## src/rtl/bp_pkg.sv

```systemverilog
`default_nettype none
// +----------------------------------------------------------------------------+
// | Module : bp_pkg                                                            |
// | Desc   : Shared types and counter encodings for the branch predictor.      |
// | Rev    : 1.0                                                               |
// +----------------------------------------------------------------------------+
package bp_pkg;

  localparam int BP_BIT_W   = 32;
  localparam int BP_ENTRIES = 16;
  localparam int BP_IDX_W   = $clog2(BP_ENTRIES);
  localparam int BP_TAG_W   = BP_BIT_W - BP_IDX_W - 1;

  typedef logic [1:0] ctr_t;

  localparam ctr_t SNT = 2'b00;
  localparam ctr_t WNT = 2'b01;
  localparam ctr_t WT  = 2'b10;
  localparam ctr_t ST  = 2'b11;

  typedef struct packed {
    logic                valid;
    logic [BP_TAG_W-1:0] tag;
    ctr_t                ctr;
    logic [BP_BIT_W-1:0] target;
  } btb_entry_t;

endpackage
`default_nettype wire

```

## src/rtl/bp_sat_counter.sv

```systemverilog
`default_nettype none
// +----------------------------------------------------------------------------+
// | Module : bp_sat_counter                                                    |
// | Desc   : 2-bit saturating counter next-state logic (with force-to-ST).     |
// | Rev    : 1.0                                                               |
// +----------------------------------------------------------------------------+
module bp_sat_counter
  import bp_pkg::*;
(
  input  logic [1:0] i_ctr,
  input  logic       i_taken,
  input  logic       i_force_st,
  output logic [1:0] o_ctr_next
);

  always_comb begin
    o_ctr_next = i_ctr;
    if (i_force_st) begin
      o_ctr_next = ST;
    end else if (i_taken) begin
      if (i_ctr != ST) o_ctr_next = i_ctr + 2'd1;
    end else begin
      if (i_ctr != SNT) o_ctr_next = i_ctr - 2'd1;
    end
  end

endmodule
`default_nettype wire

```

## src/rtl/branch_predictor.sv

```systemverilog
`default_nettype none
// +----------------------------------------------------------------------------+
// | Module : branch_predictor                                                  |
// | Desc   : Direct-mapped BTB predictor, combinational lookup, trained from   |
// |          EX feedback. Define BP_STATS_EN for branch/mispredict counters.   |
// | Rev    : 1.0                                                               |
// +----------------------------------------------------------------------------+
module branch_predictor
  import bp_pkg::*;
#(
  parameter int BIT_W   = BP_BIT_W,
  parameter int ENTRIES = BP_ENTRIES
) (
  input  logic             clk,
  input  logic             rst_n,
  input  logic [BIT_W-1:0] i_if_pc,
  input  logic             i_if_valid,
  output logic             o_pred_taken,
  output logic [BIT_W-1:0] o_pred_target,
  input  logic             i_fb_valid,
  input  logic             i_fb_stall,
  input  logic [BIT_W-1:0] i_fb_pc,
  input  logic             i_fb_jump,
  input  logic             i_fb_taken,
  input  logic [BIT_W-1:0] i_fb_target,
`ifdef BP_STATS_EN
  output logic [31:0]      o_stat_branches,
  output logic [31:0]      o_stat_mispredicts,
`endif
  input  logic             i_fb_mispredict
);

  localparam int IDX_W = $clog2(ENTRIES);
  localparam int TAG_W = BIT_W - IDX_W - 1;

  btb_entry_t r_btb [ENTRIES];

  logic [IDX_W-1:0] w_if_idx;
  logic [IDX_W-1:0] w_fb_idx;
  logic [TAG_W-1:0] w_fb_tag;
  btb_entry_t       w_if_entry;
  btb_entry_t       w_fb_entry;
  btb_entry_t       w_wr_entry;
  logic             w_if_hit;
  logic             w_fb_hit;
  logic             w_train;
  logic             w_wr_en;
  logic [1:0]       w_ctr_next;

  // Bit 0 is never part of the index so 16-bit compressed PCs map cleanly.
  assign w_if_idx   = i_if_pc[IDX_W:1];
  assign w_fb_idx   = i_fb_pc[IDX_W:1];
  assign w_fb_tag   = i_fb_pc[BIT_W-1:IDX_W+1];
  assign w_if_entry = r_btb[w_if_idx];
  assign w_fb_entry = r_btb[w_fb_idx];
  assign w_if_hit   = w_if_entry.valid && (w_if_entry.tag == i_if_pc[BIT_W-1:IDX_W+1]);
  assign w_fb_hit   = w_fb_entry.valid && (w_fb_entry.tag == w_fb_tag);
  assign w_train    = i_fb_valid && !i_fb_stall;

  assign o_pred_taken  = i_if_valid && w_if_hit && w_if_entry.ctr[1];
  assign o_pred_target = o_pred_taken ? w_if_entry.target : i_if_pc;

  bp_sat_counter u_sat_counter (
    .i_ctr      (w_fb_entry.ctr),
    .i_taken    (i_fb_taken),
    .i_force_st (i_fb_jump),
    .o_ctr_next (w_ctr_next)
  );

  always_comb begin
    w_wr_en    = 1'b0;
    w_wr_entry = w_fb_entry;
    if (w_train) begin
      if (w_fb_hit) begin
        w_wr_en        = 1'b1;
        w_wr_entry.ctr = w_ctr_next;
        if (i_fb_taken || i_fb_jump) w_wr_entry.target = i_fb_target;
      end else if (i_fb_taken) begin
        w_wr_en           = 1'b1;
        w_wr_entry.valid  = 1'b1;
        w_wr_entry.tag    = w_fb_tag;
        w_wr_entry.ctr    = i_fb_jump ? ST : WT;
        w_wr_entry.target = i_fb_target;
      end
    end
  end

  always_ff @(posedge clk) begin
    if (!rst_n) begin
      for (int i = 0; i < ENTRIES; i++) begin
        r_btb[i] <= '{valid: 1'b0, tag: '0, ctr: WNT, target: '0};
      end
    end else if (w_wr_en) begin
      r_btb[w_fb_idx] <= w_wr_entry;
    end
  end

`ifdef BP_STATS_EN
  logic [31:0] r_stat_branches;
  logic [31:0] r_stat_mispredicts;
  logic [1:0]  w_unused;

  always_ff @(posedge clk) begin
    if (!rst_n) begin
      r_stat_branches    <= '0;
      r_stat_mispredicts <= '0;
    end else if (w_train) begin
      r_stat_branches <= r_stat_branches + 32'd1;
      if (i_fb_mispredict) r_stat_mispredicts <= r_stat_mispredicts + 32'd1;
    end
  end

  assign o_stat_branches    = r_stat_branches;
  assign o_stat_mispredicts = r_stat_mispredicts;
  assign w_unused           = {i_if_pc[0], i_fb_pc[0]};
`else
  logic [2:0] w_unused;
  assign w_unused = {i_fb_mispredict, i_if_pc[0], i_fb_pc[0]};
`endif

endmodule
`default_nettype wire

```

## config.mk

```make
export PLATFORM = sky130hd
export DESIGN_NAME = branch_predictor
export DESIGN_NICKNAME = d
export VERILOG_FILES = /design/src/rtl/bp_pkg.sv /design/src/rtl/bp_sat_counter.sv /design/src/rtl/branch_predictor.sv
export SDC_FILE = /design/constraint.sdc
export NUM_CORES = 2
export LEC_CHECK = 0
export BUFFER_PORTS_ARGS = -buffer_cell sky130_fd_sc_hd__buf_4
export CAP_MARGIN = 20
export CORE_UTILIZATION = 50
export DETAILED_ROUTE_END_ITERATION = 7
export GPL_ROUTABILITY_DRIVEN = 0
export GPL_TIMING_DRIVEN = 0
export PLACE_DENSITY = 0.66
export SETUP_SLACK_MARGIN = 0.2
export SYNTH_ARGS = -nofsm -noshare
export SYNTH_HDL_FRONTEND = slang
export SYNTH_SLANG_ARGS = --single-unit
```

## constraint.sdc

```tcl
create_clock -name clk -period 13.3 [get_ports clk]
set_input_delay 0.665 -clock clk [delete_from_list [all_inputs] [get_ports clk]]
set_output_delay 0.665 -clock clk [all_outputs]
set_load 0.02 [all_outputs]
```

==> reports/results.ini <==
[outcome]
status=completed

[synthesis]
ys_types=68
yosysMostFrequentCell=edfxtp_1
synth-xor-area-share=0.00786
ys_top_cells_by_count=992 x edfxtp_1, 535 x mux4_2, 523 x nor2_1, 282 x a21oi_1, 253 x clkbuf_1
ys_seq_elements=992
synth_top_area_frac=0.569
synth_edf_count=992
synth_top_family_by_area=multiplexers
syn-cell-area_um2=52400
syn_inst=3547
async_flop_share=0
synthSimpleGateAreaFrac=0.0827
avgSynthCellArea_um2=14.8
synth-main-ff-cell=edfxtp_1
synth-compound-area-share=0.0517
syn_nets=3651
synthTopCellsByArea=edfxtp_1 57%, mux4_2 23%, nor2_1 3.7%, a21oi_1 2.7%, nor3_1 2.3%
ys_warn_count=0
synth_top_cell_by_area=edfxtp_1
synth-seq-area-share=0.569
synth_fa_ha_area_frac=0
synthMuxAreaShare=0.259

[cts]
post-cts-setup-buffers=0
post_cts_resized=0
numCtsBuffers=106
clkSinkCount=992
clockBufferDepth=3
cts_tree=built
ctsHoldBuffers=0
worst_setup_hold_path_clk_slew_ns=0.06
root_buffer=clkbuf_16
clock_latency_ns=0.73
htree_num_levels=3

[global_routing]
grt_pass1_vias=38400
grt_overflow=0
antenna_found_initial=5
grt_start_max_net_pins=40
grt_pass1_wl_um=295000
grt_usage=0.406

[place]
placedCellCount=5118
io_buffers=127
hpwlAfterDp_um=144000
pre_cts_ws_ns=5.07

[hold_path]
whs_endpoint=r_btb[15][18]
hp-start=i_fb_target[18]
hp-class=input port to flop
hold_depth=3

[setup_path]
crit_family=buffers and inverters
reg2reg_from=r_btb[11][48]
cp.buffers_inverters=7
r2r_end=r_btb[15][12]
crit_type=input port to flop
rr_worst_depth=11
reg2reg_slack_ns=6.47
cp.arrival_ns=8.53
worstPathRequired_ns=13.69
crit_chain=buf_2 -> buf_2 -> buf_2 -> buf_2 -> clkbuf_1 -> nand3_1 -> a21boi_0 -> o22ai_1 -> or4b_4 -> o31ai_4 -> nand3_1 -> clkbuf_1 -> nand2_4 -> buf_12
cp-end-kind=flop
slowest_stage=nand2_4
slowest_delay_ns=0.92
cpMostUsedCell=buf_2
path_max_fanout=37
start_kind=input port

[sta]
setup_ws_ns=5.16
setup_viol=0
slew_headroom=0.113
min_period_ns=8.14
rsz0062_at_grt=false
slew_violations=0
setup_tns_ns=0
worst_slew_pin_slew_ns=1.33
max_clock_freq_mhz=123
hold_viol_final=0
fin_skew_ns=0.0311
period_share=0.612

[layout]
finalNonFillerCells=5331
finish.utilization=0.579
top_regs=r_btb (992)
fillers=8125
regMostFlops=r_btb
drive_gt1_frac=0.270
largest_reg_flops=992
area_delta_synth_final_pct=14.6
final_nets=3964

[detailed_routing]
routed_wl_um=217000
viasPerCell=7.54
final_antenna_net_count=0
drc_errors=0
route.vias.total=40200
dr.pass1.iters=7
wl_per_cell_um=40.7
drtIter0Drc=8332

[floorplanning]
num_io_pins=137
fp.dieW_um=326
start_util=0.505
rows=118
core_area_um2=104000
die_area_um2=106000
die_h_um=326

[power_and_ir_drop]
clkPwrFrac=0.390
power.static_leakage_nw=19.8
seqPwrFrac=0.471
p_int_mw=5.67
vdd_drop_max_v=0.000108
net-switching-power_mw=2.07
totalPowerFinal_mw=7.75
switching_share=0.268
p_comb_frac=0.139
power_density_nw_per_um2=129

[job]
timing.max_cap.violations=0

-- metal layers --
metal | global-route usage | routed length [um] | vias to the layer above
li1 | - | - | 14800
met1 | 0.520 | 70100 | 20000
met2 | 0.572 | 90200 | 4394
met3 | 0.179 | 40200 | 1019
met4 | 0.243 | 16700 | 8
met5 | 0 | 96 | -
-- metrics by stage --
step / hold slack, ns / area (um2)
6_report: 0.365 / 60000
3_3_place_gp: 1.09 / 55100
4_1_cts: 0.363 / 59800
5_1_grt: 0.399 / 60000
2_1_floorplan: 0.951 / 52400
3_5_place_dp: 1.09 / 56400
-- worst reg2reg max path, cell delays in order, from the launching register on --
cell,delay (ns)
edfxtp_1,0.39
mux4_2,0.47
mux2i_1,0.31
mux2_2,0.38
a2111oi_0,0.81
a21boi_0,0.27
or4b_4,0.54
o31ai_4,0.48
nand3_1,0.83
clkbuf_1,0.68
nand2_4,0.93
buf_12,0.35
-- kinds of logic (layout without fill, tap and decap cells) --
family	count (synthesis)	after routing
DFF	992	992
and+or+nand+nor	983	983
muxes	678	678
AOI/OAI and AO/OA	455	455
buffers and inverters	392	793
xor gates and xnor gates	47	47
other	0	3
-- worst max path at each step --
stage | cells after the start | endpoint | slack [ns] | from
after global placement | 13 | r_btb[10][36] | 2.52 | i_fb_pc[1]
after global routing | 14 | r_btb[14][44] | 5.50 | i_fb_pc[1]
final | 14 | r_btb[15][12] | 5.16 | i_fb_pc[1]
after CTS | 12 | o_pred_target[17] | 5.49 | i_if_pc[3]
after floorplan | 15 | r_btb[12][0] | 7.50 | i_fb_pc[2]
after detailed placement | 14 | r_btb[15][19] | 5.07 | i_fb_pc[1]
-- placed cells by master (no fill, tap or decap), drive strengths merged, types with 3 or more instances in the layout --
cell type / netlist / final
nor4: 6 / 6
a21oi: 282 / 282
a32o: 3 / 3
mux4: 535 / 535
clkbuf: 253 / 378
nor3: 236 / 236
diode: 0 / 3
o21ai: 43 / 43
o211ai: 7 / 7
o31ai: 3 / 3
edfxtp: 992 / 992
nand4: 6 / 6
o2111ai: 5 / 5
a211oi: 4 / 4
clkinv: 1 / 46
and3: 8 / 8
o22ai: 21 / 21
xor2: 10 / 10
buf: 117 / 322
mux2i: 92 / 92
a21boi: 3 / 3
or2: 5 / 5
xnor2: 37 / 37
a22oi: 57 / 57
a221oi: 4 / 4
nand2: 109 / 109
nand3: 43 / 43
or3: 4 / 4
inv: 21 / 27
nor2: 523 / 523
mux2: 51 / 51
nand2b: 8 / 8
clkinvlp: 0 / 10
nor2b: 13 / 13
and2: 10 / 10
bufinv: 0 / 10
-- area by class of cell --
| cell class | instances | area (um2) | area share |
|---|---|---|---|
| Multi-Input combinational cell | 2163 | 21100 | 0.352 |
| Buffer | 370 | 1520 | 0.0253 |
| Timing Repair Buffer | 205 | 2370 | 0.0395 |
| Clock inverter | 71 | 652 | 0.0109 |
| Tap cell | 1380 | 1730 | 0.0288 |
| Clock buffer | 125 | 2770 | 0.0461 |
| Antenna cell | 3 | 7.51 | 0.000125 |
| Sequential cell | 992 | 29800 | 0.496 |
| Inverter | 22 | 82.6 | 0.00138 |
-- power groups by stage --
stage               sequential (mW)  combinational [mW]  clock (mW)
global route                   3.66                1.08        3.10
CTS                            3.64                1.02        2.98
floorplan                      3.68               0.604           0
detailed placement             3.71                1.02           0
finish                         3.65                1.08        3.02
global placement               3.72               0.969           0
Note: power is estimated with default switching activity, not from simulation.
